[src/rtl/sin_seq_pkg.sv]
// Shared types and sizing helpers for the sine burst sequencer.
package sin_seq_pkg;

  typedef enum logic [1:0] {
    IDLE  = 2'd0,
    ARM   = 2'd1,
    RUN   = 2'd2,
    DRAIN = 2'd3
  } state_t;

  function automatic int pt_w(input int n_pts);
    return (n_pts > 1) ? $clog2(n_pts) : 1;
  endfunction

endpackage

[src/rtl/tick_div.sv]
// Loadable clock divider: counts 0..div-1, flags the terminal count as tick,
// and parks on terminal while the consumer cannot take the tick.
module tick_div #(
  parameter int DIV_WIDTH = 16
) (
  input  logic                 clk,
  input  logic                 rst,
  input  logic                 load,
  input  logic                 en,
  input  logic                 hold,
  input  logic [DIV_WIDTH-1:0] div,
  output logic                 tick
);

  logic [DIV_WIDTH-1:0] cnt;
  logic [DIV_WIDTH-1:0] term;

  assign term = div - DIV_WIDTH'(1);
  assign tick = en && (cnt == term);

  // divider count; load presets terminal so the first enabled cycle ticks
  always_ff @(posedge clk) begin
    if (rst) begin
      cnt <= '0;
    end else if (load) begin
      cnt <= term;
    end else if (en) begin
      if (cnt == term) begin
        if (!hold) begin
          cnt <= '0;
        end
      end else begin
        cnt <= cnt + DIV_WIDTH'(1);
      end
    end
  end

endmodule

[src/rtl/axis_sin_seq.sv]
// Burst sequencer for the sine generator: paces phase steps from a divider,
// counts points/waves, and forwards samples on an AXI-Stream master.
module axis_sin_seq
  import sin_seq_pkg::*;
#(
  parameter int DATA_WIDTH = 16,
  parameter int N_PTS      = 50,
  parameter int DIV_WIDTH  = 16,
  parameter int WAVE_WIDTH = 16
) (
  input  logic                  aclk,
  input  logic                  rst,
  input  logic [DIV_WIDTH-1:0]  cfg_div,
  input  logic [WAVE_WIDTH-1:0] cfg_n_waves,
  input  logic                  start,
  input  logic                  stop,
  output logic                  busy,
  output logic                  done,
  output logic                  gen_clr,
  output logic                  gen_step,
  input  logic [DATA_WIDTH-1:0] gen_data,
  output logic [DATA_WIDTH-1:0] m_axis_data_tdata,
  output logic                  m_axis_data_tvalid,
  input  logic                  m_axis_data_tready
);

  localparam int              PT_W    = pt_w(N_PTS);
  localparam logic [PT_W-1:0] PT_LAST = PT_W'(N_PTS - 1);

  state_t                state;
  logic [DIV_WIDTH-1:0]  div_lat;
  logic [WAVE_WIDTH-1:0] waves_lat;
  logic [PT_W-1:0]       pt_cnt;
  logic [WAVE_WIDTH-1:0] wave_cnt;
  logic                  inflight;
  logic                  tick;
  logic                  out_free;
  logic                  step;
  logic                  last_step;
  logic                  drain_ok;

  // step interlock and end-of-burst decode
  always_comb begin
    out_free  = !m_axis_data_tvalid || m_axis_data_tready;
    step      = (state == RUN) && tick && !inflight && out_free && !stop;
    last_step = step && (pt_cnt == PT_LAST) && (waves_lat != '0) &&
                (wave_cnt == waves_lat - WAVE_WIDTH'(1));
    // drain finishes once the output register will be empty next cycle
    drain_ok  = !inflight && !(m_axis_data_tvalid && !m_axis_data_tready);
  end

  assign gen_step = step;

  tick_div #(
    .DIV_WIDTH(DIV_WIDTH)
  ) u_tick_div (
    .clk  (aclk),
    .rst  (rst),
    .load (state == ARM),
    .en   (state == RUN),
    .hold (!step),
    .div  (div_lat),
    .tick (tick)
  );

  // sequencer FSM, config latch and point/wave counters
  always_ff @(posedge aclk) begin
    if (rst) begin
      state     <= IDLE;
      busy      <= 1'b0;
      done      <= 1'b0;
      gen_clr   <= 1'b0;
      div_lat   <= '0;
      waves_lat <= '0;
      pt_cnt    <= '0;
      wave_cnt  <= '0;
    end else begin
      done    <= 1'b0;
      gen_clr <= 1'b0;
      case (state)
        IDLE: begin
          if (start) begin
            state     <= ARM;
            busy      <= 1'b1;
            gen_clr   <= 1'b1;
            div_lat   <= (cfg_div == '0) ? DIV_WIDTH'(1) : cfg_div;
            waves_lat <= cfg_n_waves;
          end else begin
            // busy trails done by one cycle
            busy <= 1'b0;
          end
        end
        ARM: begin
          pt_cnt   <= '0;
          wave_cnt <= '0;
          state    <= RUN;
        end
        RUN: begin
          if (stop) begin
            state <= DRAIN;
          end else if (step) begin
            if (pt_cnt == PT_LAST) begin
              pt_cnt   <= '0;
              wave_cnt <= wave_cnt + WAVE_WIDTH'(1);
            end else begin
              pt_cnt <= pt_cnt + PT_W'(1);
            end
            if (last_step) begin
              state <= DRAIN;
            end
          end
        end
        DRAIN: begin
          if (drain_ok) begin
            done  <= 1'b1;
            state <= IDLE;
          end
        end
        default: begin
          state <= IDLE;
        end
      endcase
    end
  end

  // single-entry output register fed one cycle after each step
  always_ff @(posedge aclk) begin
    if (rst) begin
      inflight           <= 1'b0;
      m_axis_data_tvalid <= 1'b0;
      m_axis_data_tdata  <= '0;
    end else begin
      inflight <= step;
      if (inflight) begin
        m_axis_data_tdata  <= gen_data;
        m_axis_data_tvalid <= 1'b1;
      end else if (m_axis_data_tready) begin
        m_axis_data_tvalid <= 1'b0;
      end
    end
  end

endmodule

[config.mk]
export PLATFORM = sky130hd
export DESIGN_NAME = axis_sin_seq
export DESIGN_NICKNAME = d
export VERILOG_FILES = /design/src/rtl/sin_seq_pkg.sv /design/src/rtl/tick_div.sv /design/src/rtl/axis_sin_seq.sv
export SDC_FILE = /design/constraint.sdc
export NUM_CORES = 1
export LEC_CHECK = 0
export ABC_CLOCK_PERIOD_IN_PS = 3300
export CORE_AREA = 10 10 113 115
export CTS_BUF_LIST = sky130_fd_sc_hd__clkbuf_4 sky130_fd_sc_hd__clkbuf_8
export DETAILED_ROUTE_END_ITERATION = 12
export DIE_AREA = 0 0 123 125
export GPL_TIMING_DRIVEN = 0
export PLACE_DENSITY = 0.82
export SKIP_LAST_GASP = 1
export SYNTH_ARGS = -nofsm -noshare
export SYNTH_HDL_FRONTEND = slang
export SYNTH_SLANG_ARGS = --single-unit
[constraint.sdc]
create_clock -name aclk -period 3.3 [get_ports aclk]
set_clock_uncertainty 0.1 [all_clocks]
set_input_delay 0.495 -clock aclk [delete_from_list [all_inputs] [get_ports aclk]]
set_output_delay 0.495 -clock aclk [all_outputs]
set_load 0.03 [all_outputs]
==> qor.yml <==
drt-total-wl_um: 16300
crit_fanout: 3
setup-violations-final: 4
slew-limit-headroom: 0.420
post-route-period-util: 1.08
gp_congestion: 0.935
clk-insertion-delay-late_ns: 0.39
antenna_found_initial: 0
p_switching_w: 0.00220
crit_chain: "or4_4, buf_6, or4_4, xnor2_4, nand3_4, nor4_4, clkbuf_8, and2_4, buf_6"
syn_area_um2: 5360
path_delay_family: "simple AND/OR/NAND/NOR gates"
violations: "setup timing"
crit_path_start: "div_lat[7]"
whs_ns: 0.388
drtIter0Drc: 632
end_kind: "output port"
postPlaceCellArea_um2: 6270
drtAntennaViolNets: 0
hold_viol: 0
cp.arrival_ns: 2.96
worst_pin_slew_ns: 0.862
status: "complete, but fails checks"
period_minus_slack_ns: 3.55
setup_slack_ns: -0.253
viasPerCell: 6.01
grt_pass1_vias: 5143
antenna_cells: 0
cts_hold_buf: 0
grt_max_degree: 18
synth_cell_types: 60
die_w_um: 123
core_um2: 10600
cts_buffers: 9
ctsHtreeMaxLevel: 3
r2r-start: "div_lat[7]"
synth_ff_type: "dfxtp_1"
leakagePower_nw: 2.43
ys_warn_count: 0
reg2regPathDepth: 10
numClockSinks: 93
initial_core_util: 0.506
combPwrFrac: 0.539
ioPinCount: 74
p_int_w: 0.00294
portBuffers: 73
synthCells: 672
nets: 835
track_usage: 0.201
num_rows: 38
area_growth_syn_to_layout_pct: 30.3
async_reset_ff_frac: 0
syn_avg_cell_area_um2: 7.98
dieArea_um2: 15400
fp.dieH_um: 125
critPathBufInv: 3
vias: 5501
clockBufferDepth: 2
slowest_stage: "or4_4"
p_clk_frac: 0.161
seq_area_frac_synth: 0.347
post-route-util: 0.659
synth_edf_count: 0
clock.fmax_mhz: 281
hold-path-cell-count: 2
cp_num_cells: 9
ir_worst_vdd_v: 0.000601
grt_setup_unrepaired: "true"
final_common_cell: "nand2_1"
max-cap-violations: 0
slowest_delay_ns: 0.57
cp.required_ns: 2.70
root_buffer: "clkbuf_8"
final_cell_mix: "nand2_1, dfxtp_1, clkdlybuf4s50_1"
switching_share: 0.428
hp-start: "waves_lat[15]"
dr.pass1.iters: 5
drive_gt1_frac: 0.144
design_area_um2: 6980
grt_first_pass_wirelength_um: 25500
slew_viol_final: 0
drc_errors: 0
clkTransAtPathRegs_ns: 0.10
ys_ff_latch: 93
cts_tree: "built"
wire_per_inst_um: 17.8
syn_nets: 736
worst_hold_path_type: "reg2reg"
dp_hpwl_um: 11500
cp-start-kind: "register"
pwr-share-seq: 0.300
worstSetupPathType: "reg2out"
grt-ovfl-total: 0
p_per_area_nw_per_um2: 736
-- what timing repair did --
action / 4_1_cts / 5_1_grt
resized for setup: 53 / 43
setup endpoints to repair: 41 / 39
cloned: 1 / 2
setup buffers: 14 / 6
hold endpoints to repair: 0 / 0
pin swaps: 25 / 20
-- final timing paths --
path         slack (ns)       endpoint
max               -0.25       gen_step
min                0.39  waves_lat[15]
max reg2reg       -0.08      pt_cnt[5]
min reg2reg        0.39  waves_lat[15]
-- flip-flops by register name (all words and copies together) (netlist names) --
name / cells
pt_cnt: 6
busy: 1
u_tick_div.cnt: 16
gen_clr: 1
inflight: 1
wave_cnt: 16
state: 2
waves_lat: 16
m_axis_data_tdata: 16
m_axis_data_tvalid: 1
done: 1
div_lat: 16
-- stage by stage --
step           setup slack, ns  TNS, ns  cells  total power, W
2_1_floorplan          0.00650        0    672         0.00311
3_3_place_gp            -0.896    -9.17    885         0.00359
3_5_place_dp            -0.954   -12.81    885         0.00367
4_1_cts                 -0.279   -0.986    910         0.00474
5_1_grt                 -0.346    -2.14    916         0.00544
6_report                -0.253   -0.461    916         0.00514
-- cell usage after synthesis (all sizes together), types with 4 or more instances --
library cell  instances  area (um2)
nand2                98         368
dfxtp                93        1860
a21oi                67         339
nor2                 43         161
xnor2                42         368
clkbuf               26        97.6
o21ai                23         115
mux2i                21         210
or4                  21         165
nor3                 20         100
nand3                19         100
inv                  17        63.8
o2bb2ai              17         149
nor4                 16         115
xor2                 16         140
buf                  14        60.1
and3                 11        68.8
ha                   11         138
or3                  11        68.8
nand4                 9        56.3
o31ai                 9        67.6
and2                  5        31.3
nor2b                 5        31.3
a21boi                4        30.0
and4                  4        35.0
or2                   4        25.0
-- cell families (layout without fill, tap and decap cells) --
| group | count (synthesis) | count (layout) | synth area share |
|---|---|---|---|
| compound gates | 149 | 149 | 0.177 |
| xor+xnor | 58 | 58 | 0.0948 |
| fa+ha+maj | 11 | 11 | 0.0257 |
| buf+inv | 57 | 161 | 0.0413 |
| flops | 93 | 93 | 0.347 |
| mux | 21 | 21 | 0.0392 |
| simple gates | 283 | 283 | 0.275 |
-- tightest hold or removal path: cells and delay by family, from the launching register on --
kind | cells | cell delay [ns]
AOI/OAI and AO/OA | 1 | 0.05
DFF | 1 | 0.34
and+or+nand+nor | 1 | 0.06
-- cell type report --
cell class	count	area, um2
buffer	32	163
clock buffer	10	131
clock inverter	6	73.8
fill	845	3620
inverter	17	68.8
multi-input combinational	522	3530
sequential	93	1890
tap	140	175
timing repair buffer	96	947
-- routing by layer --
layer	up-vias	track usage	share of wire
met5	-	0	0
met4	0	0.0836	0.030
met3	54	0.0432	0.068
met2	242	0.334	0.50
met1	2586	0.246	0.41
li1	2619	-	-
-- power groups by stage --
stage | combinational, W | sequential, W | clock, W
after floorplan | 0.00163 | 0.00148 | 0
after global placement | 0.00207 | 0.00152 | 0
after detailed placement | 0.00214 | 0.00153 | 0
after CTS | 0.00238 | 0.00152 | 0.000840
after global routing | 0.00299 | 0.00157 | 0.000881
final | 0.00277 | 0.00154 | 0.000829
Power figures use the tool's default switching activity.
